`src/rtl/sudoku_grid_loader_if.sv`:
```
// Cell-stream, grid-handoff and status signals between a producer/consumer
// and the sudoku grid loader.
interface sudoku_grid_loader_if #(
  parameter int WIDTH = 4
);
  logic                 start;
  logic                 cell_valid;
  logic [WIDTH-1:0]     cell_data;
  logic                 cell_ready;
  logic                 grid_ack;
  logic                 grid_valid;
  logic [81*WIDTH-1:0]  puzzle_ans;
  logic [3:0]           row;
  logic [3:0]           col;
  logic [6:0]           blank_count;
  logic                 range_err;

  modport master (
    output start, cell_valid, cell_data, grid_ack,
    input  cell_ready, grid_valid, puzzle_ans, row, col, blank_count, range_err
  );

  modport slave (
    input  start, cell_valid, cell_data, grid_ack,
    output cell_ready, grid_valid, puzzle_ans, row, col, blank_count, range_err
  );
endinterface

```
`src/rtl/sudoku_grid_loader.sv`:
```
// Collects 81 sudoku cells in row-major order into a flat grid register,
// tracking blank cells and out-of-range values, then holds it until acked.
module sudoku_grid_loader #(
  parameter int WIDTH = 4
) (
  input  logic                 clk,
  input  logic                 rst,
  sudoku_grid_loader_if.slave  bus
);
  typedef enum logic [1:0] {IDLE, LOAD, HOLD} state_t;

  localparam logic [WIDTH-1:0] MAX_HEX = WIDTH'(9);
  localparam logic [WIDTH-1:0] ONE     = WIDTH'(1);

  state_t      state_reg, state_next;
  logic [3:0]  row_reg, row_next;
  logic [3:0]  col_reg, col_next;
  logic [6:0]  blank_reg, blank_next;
  logic        err_reg, err_next;
  logic        clear;
  logic        wr_en;
  logic        bad_value;
  logic [6:0]  wr_idx;

  assign wr_idx = 7'(row_reg) * 7'd9 + 7'(col_reg);

  // One-hot encoding allows zero (blank) or exactly one set bit.
  generate
    if (WIDTH == 9) begin : g_onehot
      assign bad_value = (|bus.cell_data) && (|(bus.cell_data & (bus.cell_data - ONE)));
    end else begin : g_hex
      assign bad_value = bus.cell_data > MAX_HEX;
    end
  endgenerate

  always_comb begin
    state_next = state_reg;
    row_next   = row_reg;
    col_next   = col_reg;
    blank_next = blank_reg;
    err_next   = err_reg;
    clear      = 1'b0;
    wr_en      = 1'b0;
    if (bus.start) begin
      state_next = LOAD;
      row_next   = 4'd0;
      col_next   = 4'd0;
      blank_next = 7'd0;
      err_next   = 1'b0;
      clear      = 1'b1;
    end else begin
      case (state_reg)
        LOAD: begin
          if (bus.cell_valid) begin
            wr_en = 1'b1;
            if (bus.cell_data == '0 && blank_reg < 7'd81)
              blank_next = blank_reg + 7'd1;
            if (bad_value)
              err_next = 1'b1;
            if (col_reg == 4'd8) begin
              col_next = 4'd0;
              if (row_reg == 4'd8) begin
                row_next   = 4'd0;
                state_next = HOLD;
              end else begin
                row_next = row_reg + 4'd1;
              end
            end else begin
              col_next = col_reg + 4'd1;
            end
          end
        end
        HOLD: begin
          if (bus.grid_ack)
            state_next = IDLE;
        end
        default: ;
      endcase
    end
  end

  always_ff @(posedge clk) begin
    if (rst) begin
      state_reg <= IDLE;
      row_reg   <= 4'd0;
      col_reg   <= 4'd0;
      blank_reg <= 7'd0;
      err_reg   <= 1'b0;
    end else begin
      state_reg <= state_next;
      row_reg   <= row_next;
      col_reg   <= col_next;
      blank_reg <= blank_next;
      err_reg   <= err_next;
    end
  end

  // Each cell is its own register so the whole grid is visible at once.
  generate
    for (genvar gi = 0; gi < 81; gi++) begin : g_cell
      logic [WIDTH-1:0] cell_reg;
      always_ff @(posedge clk) begin
        if (rst || clear)
          cell_reg <= '0;
        else if (wr_en && wr_idx == 7'(gi))
          cell_reg <= bus.cell_data;
      end
      assign bus.puzzle_ans[gi*WIDTH +: WIDTH] = cell_reg;
    end
  endgenerate

  assign bus.cell_ready  = (state_reg == LOAD);
  assign bus.grid_valid  = (state_reg == HOLD);
  assign bus.row         = row_reg;
  assign bus.col         = col_reg;
  assign bus.blank_count = blank_reg;
  assign bus.range_err   = err_reg;
endmodule

```
`src/flat_wrapper.sv`:
```
// flat-port wrapper written by rule: the top's interface ports become plain ports
module sudoku_grid_loader_flat 
#(
  parameter int WIDTH = 4
)
  (clk, rst, bus_start, bus_cell_valid, bus_cell_data, bus_grid_ack, bus_cell_ready, bus_grid_valid, bus_puzzle_ans, bus_row, bus_col, bus_blank_count, bus_range_err);
  sudoku_grid_loader_if #(.WIDTH(WIDTH)) bus_i ();
  input  logic clk;
  input  logic rst;
  input wire logic [$bits(bus_i.start)-1:0] bus_start;
  input wire logic [$bits(bus_i.cell_valid)-1:0] bus_cell_valid;
  input wire logic [$bits(bus_i.cell_data)-1:0] bus_cell_data;
  input wire logic [$bits(bus_i.grid_ack)-1:0] bus_grid_ack;
  output wire logic [$bits(bus_i.cell_ready)-1:0] bus_cell_ready;
  output wire logic [$bits(bus_i.grid_valid)-1:0] bus_grid_valid;
  output wire logic [$bits(bus_i.puzzle_ans)-1:0] bus_puzzle_ans;
  output wire logic [$bits(bus_i.row)-1:0] bus_row;
  output wire logic [$bits(bus_i.col)-1:0] bus_col;
  output wire logic [$bits(bus_i.blank_count)-1:0] bus_blank_count;
  output wire logic [$bits(bus_i.range_err)-1:0] bus_range_err;
  assign bus_i.start = bus_start;
  assign bus_i.cell_valid = bus_cell_valid;
  assign bus_i.cell_data = bus_cell_data;
  assign bus_i.grid_ack = bus_grid_ack;
  assign bus_cell_ready = bus_i.cell_ready;
  assign bus_grid_valid = bus_i.grid_valid;
  assign bus_puzzle_ans = bus_i.puzzle_ans;
  assign bus_row = bus_i.row;
  assign bus_col = bus_i.col;
  assign bus_blank_count = bus_i.blank_count;
  assign bus_range_err = bus_i.range_err;
  sudoku_grid_loader #(.WIDTH(WIDTH)) u_core (.clk(clk), .rst(rst), .bus(bus_i));
endmodule
```
`config.mk`:
```
export PLATFORM = sky130hd
export DESIGN_NAME = sudoku_grid_loader_flat
export DESIGN_NICKNAME = d
export VERILOG_FILES = /design/src/rtl/sudoku_grid_loader_if.sv /design/src/rtl/sudoku_grid_loader.sv /design/src/flat_wrapper.sv
export SDC_FILE = /design/constraint.sdc
export NUM_CORES = 1
export LEC_CHECK = 0
export BUFFER_PORTS_ARGS = -buffer_cell sky130_fd_sc_hd__buf_2
export CAP_MARGIN = 20
export CORE_UTILIZATION = 52
export CTS_BUF_LIST = sky130_fd_sc_hd__clkbuf_4 sky130_fd_sc_hd__clkbuf_8 sky130_fd_sc_hd__clkbuf_16
export DETAILED_ROUTE_END_ITERATION = 12
export GPL_TIMING_DRIVEN = 1
export PLACE_DENSITY = 0.83
export SKIP_LAST_GASP = 1
export SLEW_MARGIN = 20
export SYNTH_ARGS = -nofsm -noshare
export SYNTH_HDL_FRONTEND = slang
export SYNTH_SLANG_ARGS = --single-unit
```
`constraint.sdc`:
```
create_clock -name clk -period 4.78 [get_ports clk]
set_clock_uncertainty 0.2 [all_clocks]
set_input_delay 0.717 -clock clk [delete_from_list [all_inputs] [get_ports clk]]
set_output_delay 0.717 -clock clk [all_outputs]
set_load 0.03 [all_outputs]
```
==> results of run 1 <==
[per-layer routing]
layer,up-vias,wire length (um),global-route usage (%),share of wire [%]
met5,-,0,0,0
met4,0,1470,12.0,3.8
met2,455,18400,49.6,48
met3,90,3050,7.29,8.0
met1,5092,15500,34.7,40
li1,5016,-,-,-
[critical path, stage by stage, from the launching register on]
cell and delay [ns]:
dfxtp_1 0.50, ha_1 0.31, ha_1 0.29, ha_1 0.39
xnor2_1 0.31, nand2b_1 0.16, nor2_1 0.82, nand4_1 0.69
mux2i_1 0.38
[cell usage after synthesis, types with 4 or more instances]
library cell / n
inv_1: 6
xnor2_1: 4
and2_1: 5
clkbuf_1: 77
nand2_8: 10
nor2_1: 35
mux2i_1: 325
xor2_1: 9
ha_1: 16
a21oi_1: 7
nand4_1: 6
o21ai_0: 5
nand3_1: 54
nor3_1: 5
nand2_1: 359
dfxtp_1: 342
[power breakdown]
part / internal, W / leakage (nW) / switching (W)
sequential: 0.00285 / 2.75 / 0.00000154
combinational: 0.0000172 / 5.89 / 0.0000959
clock: 0.00169 / 0.587 / 0.00112
[placed cells by master (no fill, tap or decap), drive strengths merged, types with 2 or more instances in the layout]
| cell type | count |
|---|---|
| inv | 9 |
| clkinv | 5 |
| or4 | 2 |
| mux2i | 325 |
| buf | 365 |
| nand3b | 3 |
| xor2 | 9 |
| clkbuf | 46 |
| a22oi | 2 |
| a21oi | 7 |
| nor2 | 35 |
| nand3 | 54 |
| nand4 | 6 |
| a21o | 2 |
| or2 | 2 |
| and3 | 3 |
| or3 | 2 |
| nor3 | 5 |
| nor2b | 2 |
| nand2b | 2 |
| and2 | 6 |
| xnor2 | 4 |
| dfxtp | 342 |
| o21ai | 5 |
| bufinv | 4 |
| ha | 16 |
| nand2 | 369 |
[stage by stage]
stage | power [W] | setup slack [ns] | util (%)
4_1_cts | 0.00581 | 0.800 | 66.6
6_report | 0.00577 | 0.634 | 66.6
5_1_grt | 0.00593 | 0.542 | 66.6
2_1_floorplan | 0.00300 | 1.04 | -
3_5_place_dp | 0.00303 | 0.877 | 61.8
3_3_place_gp | 0.00303 | 0.837 | 61.8
[cell families (layout without fill, tap and decap cells)]
| family | Yosys count | in the layout | share of synthesized area, % |
|---|---|---|---|
| and+or+nand+nor | 494 | 494 | 16.7 |
| DFF | 342 | 342 | 52.1 |
| muxes | 325 | 325 | 24.8 |
| buffers and inverters | 89 | 430 | 2.69 |
| AOI/OAI and AO/OA | 24 | 24 | 1.27 |
| adders and majority gates | 17 | 17 | 1.68 |
| xor gates and xnor gates | 13 | 13 | 0.866 |
[final cells by class]
type / instances / area [um^2] / share of cell area [%]
clock buffers: 46 / 996 / 6.09
flip-flops and latches: 342 / 6850 / 41.9
inverters: 6 / 22.5 / 0.138
well taps: 324 / 405 / 2.48
repair buffers: 365 / 1890 / 11.6
clock inverters: 13 / 179 / 1.09
multi-input cells: 873 / 6000 / 36.7
[worst paths after layout]
check	startpoint	end	depth (start not counted)	slack (ns)
max	u_core.bus.row[3]	u_core.g_cell[80].cell_reg[0]	8	0.63
min	bus_grid_ack	u_core.state_reg[1]	2	0.20
max reg2reg	u_core.bus.row[3]	u_core.g_cell[80].cell_reg[0]	8	0.63
min reg2reg	u_core.g_cell[7].cell_reg[2]	u_core.g_cell[7].cell_reg[2]	2	0.26
==> run summary, run 1 <==
Synth Warn # -> 0
Final Critical Period -> 4.15 ns
crit path DAT -> 4.35 ns
Worst-Skew Late Latency -> 0.51 ns
Max-slew headroom -> 28.1%
post-CTS setup buffers -> 0
via count -> 10700
I/O pin count -> 351
Final Hold Vio Count -> 0
Die Area -> 25900 um^2
Worst Hold Class -> in2reg
Pwr Density -> 353 nW/um^2
Leak -> 9.23 nW
Worst-path clk slew -> 0.06 ns
Post-DP Area -> 15200 um^2
Largest register FFs -> 324
core area -> 24500 um^2
Final Cell Area -> 16300 um^2
DRT antenna net count -> 0
Initial Util -> 53.6%
Synth top area share -> 52.1%
Layout Cells excl Fill -> 1969
CTS tree -> built
nets@finish -> 1649
critical path class -> reg2reg
Area contributors post-synth -> dfxtp_1 52%, mux2i_1 25%, nand2_1 10%
drt initial violations -> 814
Die H -> 161 um
#FFs+latches synth -> 342
GRT Overall Usage -> 29.0%
post-synthesis sequential area ratio -> 52.1%
Inst Count DP -> 1910
largest area contributor in the netlist -> dfxtp_1
Area Overhead vs Synth -> 24.3%
outcome -> completed
hold slack final -> 0.202 ns
RSZ-0062 raised after global routing -> no
TritonCTS Buffers -> 35
Num Clock Sinks -> 342
Overflow after GRT -> 0
Post-synth EDFFs -> 0
Via density -> 5.41
Tcrit/Tclk final -> 86.7%
CTS hold repair buffers -> 0
Avg Inst Size Synth -> 10.1 um^2
Chip Width -> 161 um
setup TNS -> 0 ns
CP Launch Type -> flop
Critical Path RT -> 4.98 ns
first-pass iteration count of the detailed router -> 8
DP Wirelength -> 25.7 mm
CP Max Fanout -> 9
fin. max-slew vios -> 0
post-synthesis cell type count -> 43
asr flop ratio synth -> 0%
DR WL/cell -> 19.5 um
final WL -> 38.4 mm
std cell rows -> 57
max_cap viols -> 0
syn_nets -> 1330
share of cells above drive strength 1 -> 27.0%
root buffer cell -> clkbuf_16
ant diodes -> 0
H-tree depth -> 2
Synth Cell Area -> 13100 um^2
highest clock rate -> 241 MHz
Crit. End Element -> flop
post_cts resized -> 0
maximum vdd drop -> 0.273 mV
DRC Markers -> 0
FILL cells -> 1945
Syn Inst Count -> 1304
Max Root-Sink Buffers -> 3
largest net degree at the start of global routing -> 179
Final Wtd Congestion -> 0.815
first-pass GRT wire length -> 59.1 mm
Final Setup Violations -> 0
top_reg_cell synth -> dfxtp_1
Worst Max-Slew Pin Slew -> 1.08 ns
initial antenna violation count -> 0
Port Buffers -> 350
vias in the first global route -> 10600
(Power assumes the default switching activity.)
==> run 2: changes to the inputs <==
- BUFFER_PORTS_ARGS: -buffer_cell sky130_fd_sc_hd__buf_2 -> -buffer_cell sky130_fd_sc_hd__buf_4
- CORE_UTILIZATION: 52 -> 54
- CTS_BUF_LIST: sky130_fd_sc_hd__clkbuf_4 sky130_fd_sc_hd__clkbuf_8 sky130_fd_sc_hd__clkbuf_16 -> sky130_fd_sc_hd__clkbuf_2
- PLACE_DENSITY: 0.83 -> 0.86
==> run summary, run 2 (same netlist as run 1, synthesis figures left out) <==
outcome -> completed
Max-slew headroom -> 25.7% (-2.4 points)
maximum vdd drop -> 0.197 mV (-28%)
Chip Width -> 158 um (-1.8%)
Tcrit/Tclk final -> 82.3% (-4.4 points)
initial antenna violation count -> 1 (+1)
Worst Hold Class -> in2reg
vias in the first global route -> 10800 (+1.6%)
GRT Overall Usage -> 30.3% (+1.3 points)
CP Max Fanout -> 12 (+3)
Area Overhead vs Synth -> 27.6%
Num Clock Sinks -> 342 (unchanged)
critical path's most frequent cell -> ha_1
DRC Markers -> 0 (unchanged)
dpl ws -> 0.911 ns (+0.0345 ns)
DRT antenna net count -> 0 (unchanged)
Inst Count DP -> 1903 (-0.37%)
Via density -> 5.34 (-1.3%)
CP Cell Sequence -> ha_1 -> ha_1 -> ha_1 -> and3_1 -> or3_4 -> a2111oi_4 -> buf_4 -> nand2_1 -> mux2i_1
drt initial violations -> 672 (-17%)
Overflow after GRT -> 0 (unchanged)
total power -> 0.00479 W (-17%)
Layout Cells excl Fill -> 2054 (+4.3%)
share of cells above drive strength 1 -> 29.5% (+2.5 points)
most frequent cells in the layout -> 360 x buf_4, 355 x nand2_1, 342 x dfxtp_1
root buffer cell -> clkbuf_2
Max Root-Sink Buffers -> 3 (unchanged)
first-pass iteration count of the detailed router -> 5 (-3)
Final WS setup -> 0.846 ns (+0.212 ns)
TritonCTS Buffers -> 85 (+140%)
Leak -> 9.15 nW (-0.81%)
RSZ-0062 raised after global routing -> no
Crit. End Element -> flop
highest clock rate -> 254 MHz (+5.4%)
crit path DAT -> 4.38 ns (+0.03 ns)
commonest non-fill, non-tap cell in the layout -> buf_4
max_cap viols -> 0 (unchanged)
max incr delay on CP -> 0.80 ns (-0.02 ns)
largest net degree at the start of global routing -> 212 (+18%)
Initial Util -> 55.5% (+1.9 points)
Die H -> 158 um (-1.8%)
first-pass GRT wire length -> 57.9 mm (-2.0%)
delay-heaviest family, CP -> adder cells
Port Buffers -> 350 (unchanged)
core area -> 23700 um^2 (-3.5%)
DP Wirelength -> 25.5 mm (-0.68%)
critical path class -> reg2reg
Worst-Skew Late Latency -> 0.84 ns (+0.33 ns)
Worst-path clk slew -> 0.09 ns (+0.03 ns)
Final Setup Violations -> 0 (unchanged)
CP Launch Type -> flop
nets@finish -> 1700 (+3.1%)
std cell rows -> 56 (-1.8%)
H-tree depth -> 3 (+1)
DR WL/cell -> 18.8 um (-3.6%)
setup TNS -> 0 ns (unchanged)
Final Critical Period -> 3.93 ns (-0.212 ns)
fin. max-slew vios -> 0 (unchanged)
Worst Max-Slew Pin Slew -> 1.11 ns (+0.0299 ns)
via count -> 11000 (+3.0%)
final WL -> 38.6 mm (+0.59%)
Pwr Density -> 285 nW/um^2 (-19%)
Die Area -> 25000 um^2 (-3.7%)
Critical Path RT -> 5.23 ns (+0.25 ns)
Final Hold Vio Count -> 0 (unchanged)
FILL cells -> 1765 (-9.3%)
WP buf/inv -> 1 (+1)
Crit-path slowest cell -> a2111oi_4
Largest register FFs -> 324 (unchanged)
CTS tree -> built
I/O pin count -> 351 (unchanged)
Final Wtd Congestion -> 0.832 (+2.1%)
hold slack final -> 0.108 ns (-0.0939 ns)
run 2: changes by cell type in the layout (fill, tap and decap cells not counted), moves of 4 or more:
cell and change:
buf_2 -350, clkinv_1 +19, clkbuf_16 -35, clkbuf_2 +119, bufinv_16 -4, buf_4 +347
clkbuf_4 -5, inv_2 +4, clkbuf_8 -6
run 2: routing by layer:
| metal | vias up | GRT usage (%) | share of wire [%] |
|---|---|---|---|
| met1 | 5271 | 34.4 | 40 |
| met4 | 0 | 15.3 | 3.8 |
| li1 | 5150 | - | - |
| met5 | - | 0 | 0 |
| met3 | 85 | 10.2 | 9.1 |
| met2 | 466 | 50.7 | 47 |
run 2: tightest hold or removal path, cell delays in order:
cell and delay (ns):
buf_4 0.12, o21ai_0 0.07, nor2_1 0.04, nor2_1 0.09, nor2_1 0.05
run 2: final cells by class:
| cell class | instances | area [um^2] | share of cell area (%) |
|---|---|---|---|
| Clock buffer | 119 | 596 | 3.55 |
| Clock inverter | 28 | 119 | 0.709 |
| Tap cell | 319 | 399 | 2.38 |
| Multi-Input combinational cell | 873 | 6000 | 35.8 |
| Sequential cell | 342 | 6850 | 40.8 |
| Inverter | 6 | 22.5 | 0.134 |
| Timing Repair Buffer | 366 | 2780 | 16.6 |
| Antenna cell | 1 | 2.50 | 0.0149 |
run 2: power by group:
| group | switching [W] | total, W | leakage (nW) | internal, W |
|---|---|---|---|---|
| clock network | 0.00115 | 0.00182 | 0.549 | 0.000672 |
| registers | 0.00000165 | 0.00285 | 2.75 | 0.00285 |
| logic | 0.0000977 | 0.000120 | 5.85 | 0.0000218 |
run 2: through the flow:
step	area [um^2]	utilization, %
6_report	16800	70.8
5_1_grt	16800	70.8
4_1_cts	16800	70.8
3_5_place_dp	16000	67.6
3_3_place_gp	16000	67.6
2_1_floorplan	13100	-
run 2: final timing paths:
kind,cells after the start,slack [ns],startpoint,end
setup / recovery,9,0.85,u_core.bus.row[3],u_core.g_cell[18].cell_reg[0]
hold / removal,5,0.11,bus_cell_data[3],u_core.bus.range_err
setup reg to reg,9,0.85,u_core.bus.row[3],u_core.g_cell[18].cell_reg[0]
hold reg to reg,2,0.26,u_core.g_cell[7].cell_reg[1],u_core.g_cell[7].cell_reg[1]
run 2: what timing repair did:
action                                 4_1_cts  5_1_grt
buffers inserted                             0        0
endpoints found under the hold margin        2        0
hold buffers                                 3        0
gates resized for setup                      0        0
==> run 3: changes to the inputs <==
- clock period: 4.78 -> 4 ns (I/O delays scaled with it)
==> run summary, run 3 (same netlist as run 1, synthesis figures left out) <==
maximum vdd drop -> 0.357 mV (+81%)
Die Area -> 25000 um^2 (unchanged)
largest net degree at the start of global routing -> 204 (-3.8%)
Final Wtd Congestion -> 0.821 (-1.3%)
DRT antenna net count -> 0 (unchanged)
commonest non-fill, non-tap cell in the layout -> buf_4
Initial Util -> 55.5% (unchanged)
root buffer cell -> clkbuf_2
Multi-input gate area -> 6000 um^2 (+0.10%)
Worst Hold Class -> in2reg
core area -> 23700 um^2 (unchanged)
Worst-Skew Late Latency -> 0.82 ns (-0.02 ns)
CTS tree -> built
Num Clock Sinks -> 342 (unchanged)
Chip Width -> 158 um (unchanged)
crit path DAT -> 4.16 ns (-0.22 ns)
fin. max-slew vios -> 0 (unchanged)
register area -> 6850 um^2 (unchanged)
Critical Path RT -> 4.42 ns (-0.81 ns)
DRC Markers -> 0 (unchanged)
CP Launch Type -> flop
Pwr Density -> 348 nW/um^2 (+22%)
CP Max Fanout -> 32 (+20)
Largest register FFs -> 324 (unchanged)
share of cells above drive strength 1 -> 30.0% (+0.58 points)
max_cap viols -> 0 (unchanged)
drt initial violations -> 695 (+3.4%)
Final Hold Vio Count -> 0 (unchanged)
GRT Overall Usage -> 30.8% (+0.48 points)
Final Critical Period -> 3.74 ns (-0.199 ns)
highest clock rate -> 268 MHz (+5.3%)
outcome -> completed
nets@finish -> 1716 (+0.94%)
TritonCTS Buffers -> 83 (-2.4%)
Die H -> 158 um (unchanged)
RSZ-0062 raised after global routing -> no
Leak -> 9.26 nW (+1.1%)
via count -> 11000 (+0.24%)
DP Wirelength -> 26.4 mm (+3.6%)
first-pass iteration count of the detailed router -> 5 (unchanged)
H-tree depth -> 3 (unchanged)
Port Buffers -> 350 (unchanged)
Overflow after GRT -> 0 (unchanged)
Max Root-Sink Buffers -> 3 (unchanged)
Worst-path clk slew -> 0.11 ns (+0.02 ns)
critical path class -> reg2reg
std cell rows -> 56 (unchanged)
Crit. End Element -> flop
Tcrit/Tclk final -> 93.4% (+11 points)
total power -> 0.00589 W (+23%)
final WL -> 39.2 mm (+1.5%)
I/O pin count -> 351 (unchanged)
initial antenna violation count -> 1 (unchanged)
Worst Max-Slew Pin Slew -> 1.08 ns (-0.0275 ns)
FILL cells -> 1818 (+3.0%)
Via density -> 5.35 (+0.24%)
vias in the first global route -> 10900 (+1.5%)
first-pass GRT wire length -> 59.2 mm (+2.3%)
Final Setup Violations -> 0 (unchanged)
Max-slew headroom -> 28.0% (+2.2 points)
DR WL/cell -> 19.1 um (+1.5%)
setup TNS -> 0 ns (unchanged)
most frequent cells in the layout -> 375 x buf_4, 355 x nand2_1, 342 x dfxtp_1
post_cts resized -> 0 (unchanged)
Area Overhead vs Synth -> 28.9%
==> run 3: layout make-up <==
class	count	share of cell area, %
antenna	1	0.0148
clock buffer	116	3.43
clock inverter	13	0.923
inverter	6	0.133
multi-input combinational	873	35.4
sequential	342	40.4
tap	319	2.36
timing repair buffer	384	17.3
==> run 3: routing by layer <==
metal	share of wire [%]	vias up	GRT usage, %
li1	-	5191	-
met1	40	5248	36.3
met2	48	469	51.5
met3	8.2	90	8.90
met4	3.6	0	14.3
met5	0	-	0
==> run 3: power breakdown <==
group	switching (W)	total, W	internal [W]
combinational	0.000118	0.000148	0.0000296
clock	0.00132	0.00234	0.00102
sequential	0.00000189	0.00341	0.00340
total	0.00144	0.00589	0.00445
==> run 3: final timing paths <==
kind,to,cells after the start,slack [ns],from
hold reg to reg,u_core.g_cell[26].cell_reg[2],2,0.27,u_core.g_cell[26].cell_reg[2]
hold / removal,u_core.g_cell[80].cell_reg[3],4,0.10,bus_start
setup reg to reg,u_core.g_cell[32].cell_reg[0],9,0.26,u_core.bus.row[0]
setup / recovery,u_core.g_cell[32].cell_reg[0],9,0.26,u_core.bus.row[0]
==> run 3: critical path, stage by stage, from the launching register on <==
cell,delay (ns)
dfxtp_1,0.48
ha_1,0.29
ha_1,0.28
ha_1,0.39
and3_1,0.20
o21ai_0,0.55
and2_1,0.22
buf_4,0.36
nand3_1,0.37
mux2i_1,0.21
==> run 3: per-stage QoR <==
step | cell area, um^2 | setup WS [ns] | hold WS, ns | util [%] | std cells
6_report | 16900 | 0.265 | 0.103 | 71.6 | 2054
5_1_grt | 16900 | 0.0434 | 0.0117 | 71.6 | 2054
4_1_cts | 16900 | 0.291 | 0.0225 | 71.5 | 2053
3_5_place_dp | 16100 | 0.326 | 0.253 | 68.2 | 1918
3_3_place_gp | 16100 | 0.0321 | 0.246 | 68.2 | 1918
2_1_floorplan | 13100 | 0.264 | 0.288 | - | 1304
==> run 3: repair_timing <==
item                      4_1_cts  5_1_grt
hold endpoints to repair        4        0
setup buffers                   0        0
hold buffers                    6        0
